===== config.mk =====
export PLATFORM = sky130hd
export DESIGN_NAME = tmr_error_ctrl
export DESIGN_NICKNAME = d
export VERILOG_FILES = /design/src/rtl/tmr_error_ctrl.sv
export SDC_FILE = /design/constraint.sdc
export NUM_CORES = 1
export LEC_CHECK = 0
export BUFFER_PORTS_ARGS = -buffer_cell sky130_fd_sc_hd__buf_2
export CAP_MARGIN = 20
export CORE_ASPECT_RATIO = 1.4
export CORE_MARGIN = 2
export CORE_UTILIZATION = 56
export DETAILED_ROUTE_END_ITERATION = 16
export PLACE_DENSITY = 0.89
export SYNTH_ARGS = -nofsm -noshare
export SYNTH_HDL_FRONTEND = slang
export SYNTH_SLANG_ARGS = --single-unit

===== constraint.sdc =====
create_clock -name clk_i -period 2.6 [get_ports clk_i]
set_input_delay 0.13 -clock clk_i [delete_from_list [all_inputs] [get_ports clk_i]]
set_output_delay 0.13 -clock clk_i [all_outputs]
set_load 0.1 [all_outputs]

===== src/rtl/tmr_error_ctrl.sv =====
// TMR error controller: filters voter mismatch flags, confirms faults,
// requests a resynchronisation of all harts and escalates to a latched
// fatal state when voting can no longer mask the fault.
module tmr_error_ctrl #(
    parameter int unsigned NHARTS         = 3,
    parameter int unsigned FILTER_CYCLES  = 2,
    parameter int unsigned TIMEOUT_CYCLES = 1024,
    parameter int unsigned CNT_W          = 8
) (
    input  logic                      clk_i,
    input  logic                      rst_ni,
    input  logic                      tmr_enable_i,
    input  logic                      error_i,
    input  logic [NHARTS-1:0]         error_id_i,
    input  logic [NHARTS-1:0]         resync_done_i,
    input  logic                      clear_i,
    output logic [NHARTS-1:0]         resync_req_o,
    output logic [NHARTS-1:0]         faulty_hart_o,
    output logic [NHARTS*CNT_W-1:0]   err_cnt_o,
    output logic                      busy_o,
    output logic                      fatal_o
);

    localparam int unsigned FW = $clog2(FILTER_CYCLES + 1);
    localparam int unsigned TW = $clog2(TIMEOUT_CYCLES + 1);

    typedef enum logic [2:0] {
        S_IDLE,
        S_FILTER,
        S_RESYNC,
        S_WAIT_ACK,
        S_FATAL
    } state_t;

    state_t                          r_state;
    state_t                          w_state_nxt;
    logic [NHARTS-1:0]               r_pend;
    logic [NHARTS-1:0]               w_pend_nxt;
    logic [NHARTS-1:0]               r_ack;
    logic [NHARTS-1:0]               w_ack_nxt;
    logic [FW-1:0]                   r_filt;
    logic [FW-1:0]                   w_filt_nxt;
    logic [TW-1:0]                   r_tmo;
    logic [TW-1:0]                   w_tmo_nxt;
    logic [NHARTS-1:0][CNT_W-1:0]    r_cnt;
    logic [NHARTS-1:0][CNT_W-1:0]    w_cnt_nxt;
    logic [NHARTS-1:0]               r_faulty;
    logic [NHARTS-1:0]               w_faulty_nxt;
    logic [NHARTS-1:0]               r_resync_req;
    logic                            r_busy;
    logic                            r_fatal;
    logic [NHARTS-1:0]               w_pend_or;
    logic [NHARTS-1:0]               w_ack_or;
    logic                            w_wrap;

    function automatic int unsigned popcnt(input logic [NHARTS-1:0] x);
        int unsigned n;
        n = 0;
        for (int unsigned i = 0; i < NHARTS; i++) begin
            if (x[i]) n++;
        end
        return n;
    endfunction

    assign w_pend_or = r_pend | error_id_i;
    assign w_ack_or  = r_ack | resync_done_i;

    // State register
    always_ff @(posedge clk_i or negedge rst_ni) begin
        if (!rst_ni) r_state <= S_IDLE;
        else         r_state <= w_state_nxt;
    end

    // Next-state and datapath next values; clear has priority over counter updates
    always_comb begin
        w_state_nxt  = r_state;
        w_pend_nxt   = r_pend;
        w_ack_nxt    = r_ack;
        w_filt_nxt   = r_filt;
        w_tmo_nxt    = r_tmo;
        w_cnt_nxt    = r_cnt;
        w_faulty_nxt = r_faulty;
        w_wrap       = 1'b0;
        unique case (r_state)
            S_IDLE: begin
                if (tmr_enable_i && error_i) begin
                    w_pend_nxt = error_id_i;
                    if (popcnt(error_id_i) >= 2) begin
                        w_state_nxt = S_FATAL;
                    end else if (FILTER_CYCLES == 1) begin
                        w_state_nxt = S_RESYNC;
                    end else begin
                        w_state_nxt = S_FILTER;
                        w_filt_nxt  = FW'(1);
                    end
                end
            end
            S_FILTER: begin
                if (!tmr_enable_i || !error_i) begin
                    w_state_nxt = S_IDLE;
                end else begin
                    w_pend_nxt = w_pend_or;
                    if (popcnt(w_pend_or) >= 2) begin
                        w_state_nxt = S_FATAL;
                    end else begin
                        w_filt_nxt = r_filt + FW'(1);
                        if (w_filt_nxt == FW'(FILTER_CYCLES)) w_state_nxt = S_RESYNC;
                    end
                end
            end
            S_RESYNC: begin
                for (int unsigned i = 0; i < NHARTS; i++) begin
                    if (r_pend[i]) begin
                        w_faulty_nxt[i] = 1'b1;
                        if (r_cnt[i] == '1) w_wrap = 1'b1;
                        else                w_cnt_nxt[i] = r_cnt[i] + CNT_W'(1);
                    end
                end
                w_ack_nxt   = '0;
                w_tmo_nxt   = '0;
                w_state_nxt = w_wrap ? S_FATAL : S_WAIT_ACK;
            end
            S_WAIT_ACK: begin
                w_ack_nxt = w_ack_or;
                w_tmo_nxt = r_tmo + TW'(1);
                if (w_ack_or == '1) begin
                    w_state_nxt = S_IDLE;
                end else if (r_tmo == TW'(TIMEOUT_CYCLES - 1)) begin
                    w_state_nxt = S_FATAL;
                end
            end
            S_FATAL: begin
                if (clear_i) w_state_nxt = S_IDLE;
            end
            default: w_state_nxt = S_IDLE;
        endcase
        if (clear_i) begin
            w_cnt_nxt    = '0;
            w_faulty_nxt = '0;
        end
    end

    // Datapath and registered outputs, derived from the upcoming state
    always_ff @(posedge clk_i or negedge rst_ni) begin
        if (!rst_ni) begin
            r_pend       <= '0;
            r_ack        <= '0;
            r_filt       <= '0;
            r_tmo        <= '0;
            r_cnt        <= '0;
            r_faulty     <= '0;
            r_resync_req <= '0;
            r_busy       <= 1'b0;
            r_fatal      <= 1'b0;
        end else begin
            r_pend       <= w_pend_nxt;
            r_ack        <= w_ack_nxt;
            r_filt       <= w_filt_nxt;
            r_tmo        <= w_tmo_nxt;
            r_cnt        <= w_cnt_nxt;
            r_faulty     <= w_faulty_nxt;
            r_resync_req <= (w_state_nxt == S_WAIT_ACK) ? '1 : '0;
            r_busy       <= (w_state_nxt != S_IDLE);
            r_fatal      <= (w_state_nxt == S_FATAL);
        end
    end

    assign resync_req_o  = r_resync_req;
    assign faulty_hart_o = r_faulty;
    assign err_cnt_o     = r_cnt;
    assign busy_o        = r_busy;
    assign fatal_o       = r_fatal;

endmodule

=== Word level (Yosys, flattened, before mapping) ===
Index checks and enable logic that the tools add are counted.

* Bits in registers: 54
* Word-level logic and storage cells: 125

* Multiplexer cells: 59
* Bitwise operators: 2
* Equal/unequal tests: 19
* Reductions and logical operators: 20
* Order comparisons: 2
* Add/sub/neg operators: 9

{| class="wikitable"
|+ Operator list
! cell !! count
|-
| $mux W32 || 16
|-
| $add A32 B1 Y32 const B || 4
|-
| $ge A32 B2 Y1 const B || 2
|-
| $mux W24 || 2
|-
| $mux W8 || 6
|-
| $mux W3 || 14
|-
| $add A8 B1 Y8 const B || 3
|-
| $eq A8 B8 Y1 const B || 3
|-
| $pmux W11 S2 || 1
|-
| $pmux W3 S5 || 1
|-
| $ne A2 B2 Y1 const B || 7
|-
| $mux W1 || 12
|-
| $pmux W3 S2 || 2
|-
| $reduce_and A3 Y1 || 4
|-
| $reduce_bool A2 Y1 || 6
|-
| $add A11 B1 Y11 const B || 1
|-
| $eq A11 B10 Y1 const B || 1
|-
| $eq A3 B2 Y1 const B || 3
|-
| $eq A3 B3 Y1 const B || 3
|-
| $mux W2 || 4
|-
| $or A3 B3 Y3 || 2
|-
| $reduce_and A2 Y1 || 3
|-
| $reduce_and A5 Y1 || 1
|-
| $pmux W2 S2 || 1
|-
| 8 further kinds || 9
|}

=== Depth between registers and ports, before layout ===
Gate-level depths: netlist of run 1.

* Word-level depth: 18
* Depth in mapped cells: 8
* Depth with buffers taken out: 7

=== Worst setup path after synthesis of run 1 ===
No wires, ideal clock.

* Kind: register -> register
* Start: register r_cnt, in the netlist err_cnt_o[16]
* End: register r_fatal, in the netlist fatal_o
* Cell stages (with the launch flop): 6
* Data required time: 2461 ps
* Path buffers: 0
* Slack: 274 ps
* Arrival time: 2188 ps
* Cells stage by stage: dfrtp_1 ha_1 nand4_1 o22ai_1 o21a_1 or4_1

* Longest elaborated chain between the ends: 7

{| class="wikitable"
|+ Ends and longest elaborated chain
! element !! line !! source
|-
| start, declared || 45 || <nowiki>logic [NHARTS-1:0][CNT_W-1:0] r_cnt;</nowiki>
|-
| start signal, assigned || 160 || <nowiki>r_cnt <= w_cnt_nxt;</nowiki>
|-
| $eq A8 B8 Y1 || 115 || <nowiki>if (r_cnt[i] == '1) w_wrap = 1'b1;</nowiki>
|-
| $mux W1 || 115 ||
|-
| $mux W1 || 113 || <nowiki>if (r_pend[i]) begin</nowiki>
|-
| $mux W1 || 84 || <nowiki>unique case (r_state)</nowiki>
|-
| $mux W3 || 121 || <nowiki>w_state_nxt = w_wrap ? S_FATAL : S_WAIT_ACK;</nowiki>
|-
| $pmux W3 S5 || 84 ||
|-
| $eq A3 B3 Y1 || 164 || <nowiki>r_fatal <= (w_state_nxt == S_FATAL);</nowiki>
|-
| end signal, assigned || 164 ||
|-
| end, declared || 51 || <nowiki>logic r_fatal;</nowiki>
|}

No other way between the ends. The select of a mux whose other input is x is not followed.
A chain may end at the register's enable or synchronous reset.

=== Final worst setup path of run 1 ===
* Start: register r_state[2]
* End: register r_state[2]

* Longest elaborated chain between the ends: 4
* Elaborated cells on any way between the ends: 13

{| class="wikitable"
|+ Ends and longest elaborated chain
! element !! line !! source
|-
| start, declared || 35 || <nowiki>state_t r_state;</nowiki>
|-
| start signal, assigned || 71 || <nowiki>else r_state <= w_state_nxt;</nowiki>
|-
| $mux W3 || 107 || <nowiki>if (w_filt_nxt == FW'(FILTER_CYCLES)) w_state_nxt = S_RESYNC;</nowiki>
|-
| $mux W3 || 103 || <nowiki>if (popcnt(w_pend_or) >= 2) begin</nowiki>
|-
| $mux W3 || 99 || <nowiki>if (!tmr_enable_i || !error_i) begin</nowiki>
|-
| $pmux W3 S5 * || 84 ||
|-
| via w_state_nxt[2] || 36 || <nowiki>state_t w_state_nxt;</nowiki>
|}

Mark *: on every way through the listed nets, which the timed path passes. The rest lies on a longest branch.

==> results of run 1 <==
[per-stage QoR]
step / utilization [%] / area [um2] / total power (uW) / setup WS, ns / std cells
after floorplan: - / 2710 / 1770 / 0.274 / 272
after global placement: 62.2 / 2970 / 1890 / 0.725 / 369
after detailed placement: 62.2 / 2970 / 1910 / 0.627 / 369
after CTS: 65.1 / 3100 / 2510 / 0.623 / 378
after global routing: 65.1 / 3100 / 2630 / 0.459 / 378
final: 65.1 / 3100 / 2500 / 0.613 / 378
[sequential cells by signal, indices dropped and copies added (netlist names)]
| name | flops |
|---|---|
| r_pend | 3 |
| resync_req_o | 1 |
| r_ack | 3 |
| r_state | 3 |
| fatal_o | 1 |
| err_cnt_o | 24 |
| r_tmo | 11 |
| busy_o | 1 |
| faulty_hart_o | 3 |
| r_filt | 2 |
[layout make-up]
type | instances | share of cell area (%)
well taps | 64 | 2.58
multi-input cells | 202 | 43.0
flip-flops and latches | 52 | 42.0
inverters | 7 | 0.847
repair buffers | 45 | 7.58
clock inverters | 1 | 0.968
clock buffers | 7 | 3.11
[cell usage in the layout, fill, tap and decap left out, types with 8 or more instances in the layout]
master / synthesis / routed
mux2i_1: 9 / 9
nor2_1: 43 / 43
dfrtp_1: 52 / 52
ha_1: 9 / 9
nand3_1: 8 / 8
xor2_1: 21 / 21
nand2_1: 17 / 17
nand4_1: 8 / 8
o21ai_0: 9 / 9
buf_2: 1 / 42
[what timing repair did]
item,4_1_cts,5_1_grt
gates resized for setup,0,0
hold buffers,1,0
endpoints found under the hold margin,22,0
setup buffers,0,0
[logic make-up after synthesis]
group,after synthesis
simple gates,115
flops,52
compound gates,47
xor+xnor,22
buf+inv,18
mux,9
fa+ha+maj,9
[worst max-delay path, stage by stage (launching register included)]
cell	delay [ns]
dfrtp_1	0.47
nand2b_1	0.42
nor2_1	0.26
o21a_1	0.18
or4_1	0.52
[per-layer routing]
layer / wire length [um] / part of all wire, % / up-vias / GRT usage (%)
met5: 0 / 0 / - / 0
met4: 87 / 1.5 / 0 / 9.09
met3: 214 / 3.8 / 10 / 3.64
met2: 3020 / 53 / 60 / 40.1
met1: 2320 / 41 / 1082 / 27.8
li1: - / - / 1051 / -
[where the power goes]
| group | internal (uW) | total (uW) | switching, uW |
|---|---|---|---|
| combinational | 221 | 820 | 599 |
| sequential | 939 | 1080 | 144 |
| clock | 340 | 601 | 262 |
[worst max path at each step]
| stage | from | to | cells past startpoint |
|---|---|---|---|
| finish | r_state[2]$_DFF_PN0_ | r_state[2]$_DFF_PN0_ | 4 |
| global route | r_state[2]$_DFF_PN0_ | r_state[2]$_DFF_PN0_ | 4 |
| CTS | r_state[2]$_DFF_PN0_ | r_state[2]$_DFF_PN0_ | 4 |
| detailed placement | r_state[2]$_DFF_PN0_ | r_state[2]$_DFF_PN0_ | 4 |
| global placement | r_pend[0]$_DFFE_PN0P_ | r_state[2]$_DFF_PN0_ | 5 |
| floorplan | err_cnt_o[16]$_DFFE_PN0P_ | fatal_o$_DFF_PN0_ | 5 |
==> results.json, run 1 <==
{
  "finClkSkew_ns": 0.00837,
  "cts.sinks": 52,
  "worst_pin_slew_ns": 0.651,
  "slew_violations": 0,
  "insertedDiodeCount": 0,
  "ys_types": 43,
  "fin_crit_sh_pct": 76.4,
  "r2r_slack_ns": 0.61,
  "synth.yosys.seq_area_share_pct": 47.9,
  "synth_area_um2": 2710,
  "hold-worst-slack_ns": 0.0819,
  "r2r_start": "r_state[2]$_DFF_PN0_",
  "path_max_fanout": 13,
  "ys_seq_elements": 52,
  "crit_path_end_kind": "register",
  "coreArea_um2": 4770,
  "worstSetupPathType": "register to register",
  "r2r_end": "r_state[2]$_DFF_PN0_",
  "wl_per_cell_um": 14.9,
  "synth_commonest_cells": "dfrtp_1, nor2_1, xor2_1",
  "cts_max_level": 2,
  "p_per_area_nw_per_um2": 807,
  "track_usage_pct": 22.7,
  "yosys.area_share.adder_pct": 4.15,
  "routed_via_density": 5.83,
  "synth_xor_area_share_pct": 7.10,
  "synth-compound-area-share_pct": 12.2,
  "grt_max_degree": 31,
  "synth_top_family_by_area": "simple AND/OR/NAND/NOR gates",
  "relSlewSlack_pct": 56.3,
  "syn_nets": 292,
  "grt_pass1_wl_mm": 9.80,
  "syn_area_per_cell_um2": 9.98,
  "fmax_mhz": 503,
  "seqCellArea_um2": 1300,
  "min_period_ns": 1.99,
  "critPathLaunchType": "register",
  "cp.arrival_ns": 2.16,
  "ant_nets": 0,
  "synth.most_common_cell": "dfrtp_1",
  "grt-ovfl-total": 0,
  "io_buffers": 42,
  "numCtsBuffers": 5,
  "rsz0062_at_grt": "no",
  "area_growth_pct": 14.3,
  "io_pins": 43,
  "nets": 333,
  "gp_congestion": 0.813,
  "rows": 30,
  "tns_ns": 0,
  "layout-drive-gt1-share_pct": 17.8,
  "clk_pin_slew_ns": 0.09,
  "holdPathStages": 3,
  "min_path_type": "primary input to register",
  "dr.pass1.iters": 5,
  "drt-initial-drc-count": 111,
  "antenna_found_initial": 0,
  "multiInputGateArea_um2": 1330,
  "die_x_um": 62.8,
  "irDropWorstVdd_mv": 0.621,
  "synth-simple-area-share_pct": 22.3,
  "n_fill_cell": 407,
  "setup-violations-final": 0,
  "yosys_warnings": 0,
  "routed_wirelength_mm": 5.64,
  "maxCapViolations": 0,
  "drc_errors": 0,
  "vias": 2203,
  "ff2ff_path_depth": 4,
  "cellLeakagePower_uw": 0.00159,
  "synth_cells": 272,
  "synthFlopType": "dfrtp_1",
  "cts.path.max_buffers": 2,
  "outcome": "complete, no violations",
  "synth_mux_area_share_pct": 3.32,
  "insertion_delay_ns": 0.31,
  "die_area_um2": 5430,
  "finalHoldViolations": 0,
  "async_flop_share_pct": 100,
  "synth_area_leader_cell": "dfrtp_1",
  "hold_path.startpoint": "resync_done_i[2]",
  "synth.area.top_cells": "dfrtp_1, xor2_1, nor2_1",
  "tritoncts": "built",
  "synth-edff-count": 0,
  "cts-root-buf": "clkbuf_8",
  "die_h_um": 86.4,
  "hold_path_end": "r_ack[2]$_DFFE_PN0P_",
  "grt_pass1_vias": 2198,
  "yosys.area.top_type_share_pct": 47.9,
  "cp_data_required_time_ns": 2.78,
  "start_util_pct": 56.9,
  "hpwl_mm": 4.05
}
No activity file was read; power rests on OpenSTA's default activity.
==> inputs of run 2 (changes only) <==
- CORE_UTILIZATION: 56 -> 51
- PLACE_DENSITY: 0.89 -> 0.86
- clock period: 2.6 -> 1.8 ns (I/O delays scaled with it)
==> run 2 against run 1 <==
  * The run now ends with setup timing left
  * Hold slack got worse by 0.034 ns
  * Worst setup slack worse by 0.72 ns
  * Sequential share of layout area shrank 2.6 points
  * First-iteration DRC count grew 88%
  * Clock power rose by 55%
  * Largest power group unchanged
==> results.json, run 2 (synthesis gave the netlist of run 1 again) <==
{
  "cts_max_level": 2,
  "grt_max_degree": 31,
  "irDropWorstVdd_mv": 0.608,
  "relSlewSlack_pct": 49.1,
  "cts-root-buf": "clkbuf_8",
  "r2r_slack_ns": -0.11,
  "fmax_mhz": 523,
  "critPathBufInv": 0,
  "grt_pass1_vias": 2198,
  "io_buffers": 42,
  "hold-worst-slack_ns": 0.0478,
  "worstSetupPathType": "register to register",
  "p_per_area_nw_per_um2": 1150,
  "critPathSlowestCell": "or4_1",
  "fin_crit_sh_pct": 106,
  "cts.path.max_buffers": 2,
  "min_period_ns": 1.91,
  "setup-violations-final": 2,
  "grt_pass1_wl_mm": 9.95,
  "cp.arrival_ns": 2.09,
  "track_usage_pct": 21.0,
  "maxCapViolations": 0,
  "crit_family": "simple AND/OR/NAND/NOR gates",
  "min_path_type": "primary input to register",
  "finalPower_uw": 3930,
  "finalHoldViolations": 0,
  "tns_ns": -0.195,
  "gp_congestion": 0.923,
  "rows": 31,
  "outcome": "finished, violations left",
  "die_area_um2": 5930,
  "crit_cells": 5,
  "grt-ovfl-total": 0,
  "drc_errors": 0,
  "setup_slack_ns": -0.110,
  "nets": 358,
  "slew_violations": 0,
  "worst_pin_slew_ns": 0.758,
  "coreArea_um2": 5160,
  "tritoncts": "built",
  "layout-drive-gt1-share_pct": 33.3,
  "violations": "setup timing",
  "instances_no_fill": 405,
  "cp_cell_sequence": "nor2_4, ha_4, o21a_1, o221a_2, or4_1",
  "final_cell_mix": "nor2_1, buf_2, dfrtp_1",
  "path_max_fanout": 2,
  "clk_pin_slew_ns": 0.10,
  "rsz0062_at_grt": "yes",
  "crit_path_end_kind": "register",
  "largest_reg_flops": 24,
  "cp_data_required_time_ns": 1.98,
  "insertedDiodeCount": 0,
  "ant_nets": 0,
  "dr.pass1.iters": 4,
  "insertion_delay_ns": 0.30,
  "cellLeakagePower_uw": 0.00167,
  "placed_cells": 390,
  "cts.sinks": 52,
  "antenna_found_initial": 0,
  "ff2ff_path_depth": 5,
  "routed_wirelength_mm": 6.09,
  "critPathLaunchType": "register",
  "finClkSkew_ns": 0.0125,
  "crit_path_max_incr_delay_ns": 0.53,
  "die_h_um": 90.3,
  "hpwl_mm": 4.30,
  "area_growth_pct": 26.0,
  "io_pins": 43,
  "routed_via_density": 5.70,
  "start_util_pct": 52.6,
  "wl_per_cell_um": 15.0,
  "numCtsBuffers": 5,
  "vias": 2310,
  "fin_util_pct": 66.3,
  "holdPathStages": 3,
  "die_x_um": 65.7,
  "drt-initial-drc-count": 209
}
==> run 2: cell types whose count changed in the layout (fill, tap and decap cells not counted), moves of 6 or more <==
cell,previous run,this run
dfrtp_2,0,18
buf_4,2,25
dfrtp_1,52,28
dfrtp_4,0,6
==> run 2: where the power goes <==
part           internal (uW)  total, uW  switching, uW
sequential              1370       1580            211
clock                    556        929            373
combinational            468       1420            956
==> run 2: timing repair <==
item / in CTS / in global routing
gates resized for setup: 0 / 11
gates cloned: 0 / 0
pin swaps: 1 / 8
hold buffers: 1 / 0
setup buffers: 2 / 4
endpoints found under the hold margin: 22 / 0
setup endpoints to repair: 2 / 5
==> run 2: through the flow <==
stage | area (um2) | worst slack (ns)
detailed placement | 3190 | -0.0834
floorplan | 2780 | -0.147
finish | 3420 | -0.110
global route | 3420 | -0.156
CTS | 3340 | -0.0586
global placement | 3190 | -0.0156
==> run 2: worst paths after layout <==
path	startpoint	endpoint
setup / recovery	r_pend[0]$_DFFE_PN0P_	r_state[2]$_DFF_PN0_
setup reg to reg	r_pend[0]$_DFFE_PN0P_	r_state[2]$_DFF_PN0_
max in group asynchronous	rst_ni	err_cnt_o[14]$_DFFE_PN0P_
min in group asynchronous	rst_ni	err_cnt_o[19]$_DFFE_PN0P_
hold / removal	resync_done_i[1]	r_ack[1]$_DFFE_PN0P_
hold reg to reg	r_filt[0]$_DFFE_PN0P_	r_filt[0]$_DFFE_PN0P_
==> run 2: metal layers <==
metal  part of all wire [%]  GRT usage, %  vias up
met1                     42          26.8     1150
met4                    2.1          7.64        0
met3                    3.1          3.99       10
li1                       -             -     1104
met2                     53          34.8       46
met5                      0             0        -
==> run 2: worst min-delay path, cell delays in order <==
cell and delay [ns]:
buf_2 0.09, a21oi_1 0.05, nor2_1 0.07
==> run 2: area by class of cell <==
cell class,instances,area [um2]
inverter,7,26.3
sequential,52,1350
clock inverter,2,60.1
timing repair buffer,70,439
tap,66,82.6
clock buffer,6,72.6
fill,380,1740
multi-input combinational,202,1390
==> inputs of run 3 (changes only) <==
- MAX_ROUTING_LAYER: default -> met4
==> run 3 against run 2 <==
  * The flow still finishes with violations (setup timing)
  * Worst setup slack about the same
  * Count of clock-buffer cells in the layout unchanged
  * Combinational power hardly changed
  * Non-clock buffer count unchanged
  * Final area increased by 0.18%
  * Largest power group unchanged
  * Highest routed layer unchanged
==> results.json, run 3 (synthesis gave the netlist of run 1 again) <==
{
  "path_max_fanout": 2,
  "worst_pin_slew_ns": 0.717,
  "die_area_um2": 5930,
  "numCtsBuffers": 5,
  "cts.path.max_buffers": 2,
  "fin_area_um2": 3430,
  "insertion_delay_ns": 0.30,
  "start_util_pct": 52.6,
  "relSlewSlack_pct": 51.8,
  "antenna_found_initial": 0,
  "fin_util_pct": 66.4,
  "gp_congestion": 0.940,
  "ant_nets": 0,
  "holdPathStages": 3,
  "hold_path.startpoint": "resync_done_i[0]",
  "crit_path_max_incr_delay_ns": 0.53,
  "grt_pass1_wl_mm": 10.0,
  "finalPower_uw": 3950,
  "routed_wirelength_mm": 6.09,
  "cellLeakagePower_uw": 0.00167,
  "io_buffers": 42,
  "wl_per_cell_um": 15.0,
  "ff2ff_path_depth": 5,
  "rows": 31,
  "maxCapViolations": 0,
  "worstSetupPathType": "register to register",
  "cts_max_level": 2,
  "dr.pass1.iters": 4,
  "finalHoldViolations": 0,
  "final_cell_mix": "nor2_1, buf_2, dfrtp_1",
  "die_h_um": 90.3,
  "routed_via_density": 5.73,
  "irDropWorstVdd_mv": 0.611,
  "p_per_area_nw_per_um2": 1150,
  "tritoncts": "built",
  "vias": 2320,
  "n_fill_cell": 377,
  "critPathSlowestCell": "or4_1",
  "largest_reg_flops": 24,
  "area_growth_pct": 26.2,
  "rsz0062_at_grt": "yes",
  "placedInstanceArea_um2": 3190,
  "outcome": "finished, violations left",
  "startpoint": "r_pend[0]$_DFFE_PN0P_",
  "clk_pin_slew_ns": 0.10,
  "layout-drive-gt1-share_pct": 33.6,
  "insertedDiodeCount": 0,
  "grt_max_degree": 31,
  "setup_slack_ns": -0.111,
  "setup-violations-final": 2,
  "finClkSkew_ns": 0.0119,
  "min_path_type": "primary input to register",
  "critPathLaunchType": "register",
  "grt-ovfl-total": 0,
  "cts-root-buf": "clkbuf_8",
  "grt_pass1_vias": 2198,
  "min_period_ns": 1.91,
  "nets": 358,
  "track_usage_pct": 21.7,
  "io_pins": 43,
  "fin_crit_sh_pct": 106,
  "hpwl_mm": 4.30,
  "drc_errors": 0,
  "die_x_um": 65.7,
  "cp.arrival_ns": 2.09,
  "slew_violations": 0,
  "cp_cell_sequence": "nor2_4, ha_4, o21a_1, o221a_2, or4_1",
  "cts.sinks": 52,
  "r2r_start": "r_pend[0]$_DFFE_PN0P_",
  "tns_ns": -0.196,
  "crit_path_end_kind": "register",
  "coreArea_um2": 5160,
  "cp_data_required_time_ns": 1.98,
  "fmax_mhz": 523,
  "drt-initial-drc-count": 238,
  "violations": "setup timing"
}
==> run 3: cell counts in the layout (fill, tap and decap cells not counted) <==
Identical to the previous run, type by type.
==> run 3: worst max-delay path, delay by kind of cell (launching register included) <==
family                     cells  cell delay, ns
adders and majority gates      1            0.21
AOI/OAI and AO/OA              2            0.49
and+or+nand+nor                2            0.68
DFF                            1            0.41
==> run 3: power breakdown <==
group,internal [uW],switching (uW),leakage (uW),total (uW)
logic,472,960,0.000939,1430
clock network,556,376,0.0000654,931
registers,1370,215,0.000662,1580
==> run 3: path summary, 6_finish.rpt <==
kind / slack [ns] / to
max: -0.11 / r_state[2]$_DFF_PN0_
min: 0.05 / r_ack[0]$_DFFE_PN0P_
max reg2reg: -0.11 / r_state[2]$_DFF_PN0_
min reg2reg: 0.50 / r_filt[0]$_DFFE_PN0P_
max in group asynchronous: 0.94 / err_cnt_o[13]$_DFFE_PN0P_
min in group asynchronous: 0.30 / err_cnt_o[19]$_DFFE_PN0P_
==> run 3: per-layer routing <==
metal | global-route usage [%] | part of all wire, % | vias up | wire length, um
met5 | - | 0 | - | 0
met4 | 7.64 | 2.2 | 0 | 131
met3 | 3.99 | 4.1 | 11 | 249
met2 | 34.8 | 52 | 68 | 3190
met1 | 27.3 | 41 | 1141 | 2520
li1 | - | - | 1100 | -
==> run 3: per-stage QoR <==
step	std cells	hold slack, ns	worst slack (ns)
after CTS	401	0.0406	-0.0586
after global placement	390	0.100	-0.0156
after floorplan	272	-0.206	-0.147
after global routing	405	0.0551	-0.156
final	405	0.0460	-0.111
after detailed placement	390	0.105	-0.0834
==> run 3: what timing repair did <==
| item | in CTS | in global routing |
|---|---|---|
| resized for setup | 0 | 12 |
| buffers inserted | 2 | 4 |
| endpoints found under the setup margin | 2 | 5 |
| gates cloned | 0 | 0 |
| hold buffers | 1 | 0 |
| pin swaps | 1 | 8 |
| endpoints found under the hold margin | 22 | 0 |
==> run 3: cell type report <==
class / instances / area [um2] / area share [%]
Multi-Input combinational cell: 202 / 1400 / 40.8
Sequential cell: 52 / 1350 / 39.3
Timing Repair Buffer: 70 / 439 / 12.8
Tap cell: 66 / 82.6 / 2.41
Clock buffer: 6 / 72.6 / 2.12
Clock inverter: 2 / 60.1 / 1.75
Inverter: 7 / 26.3 / 0.767
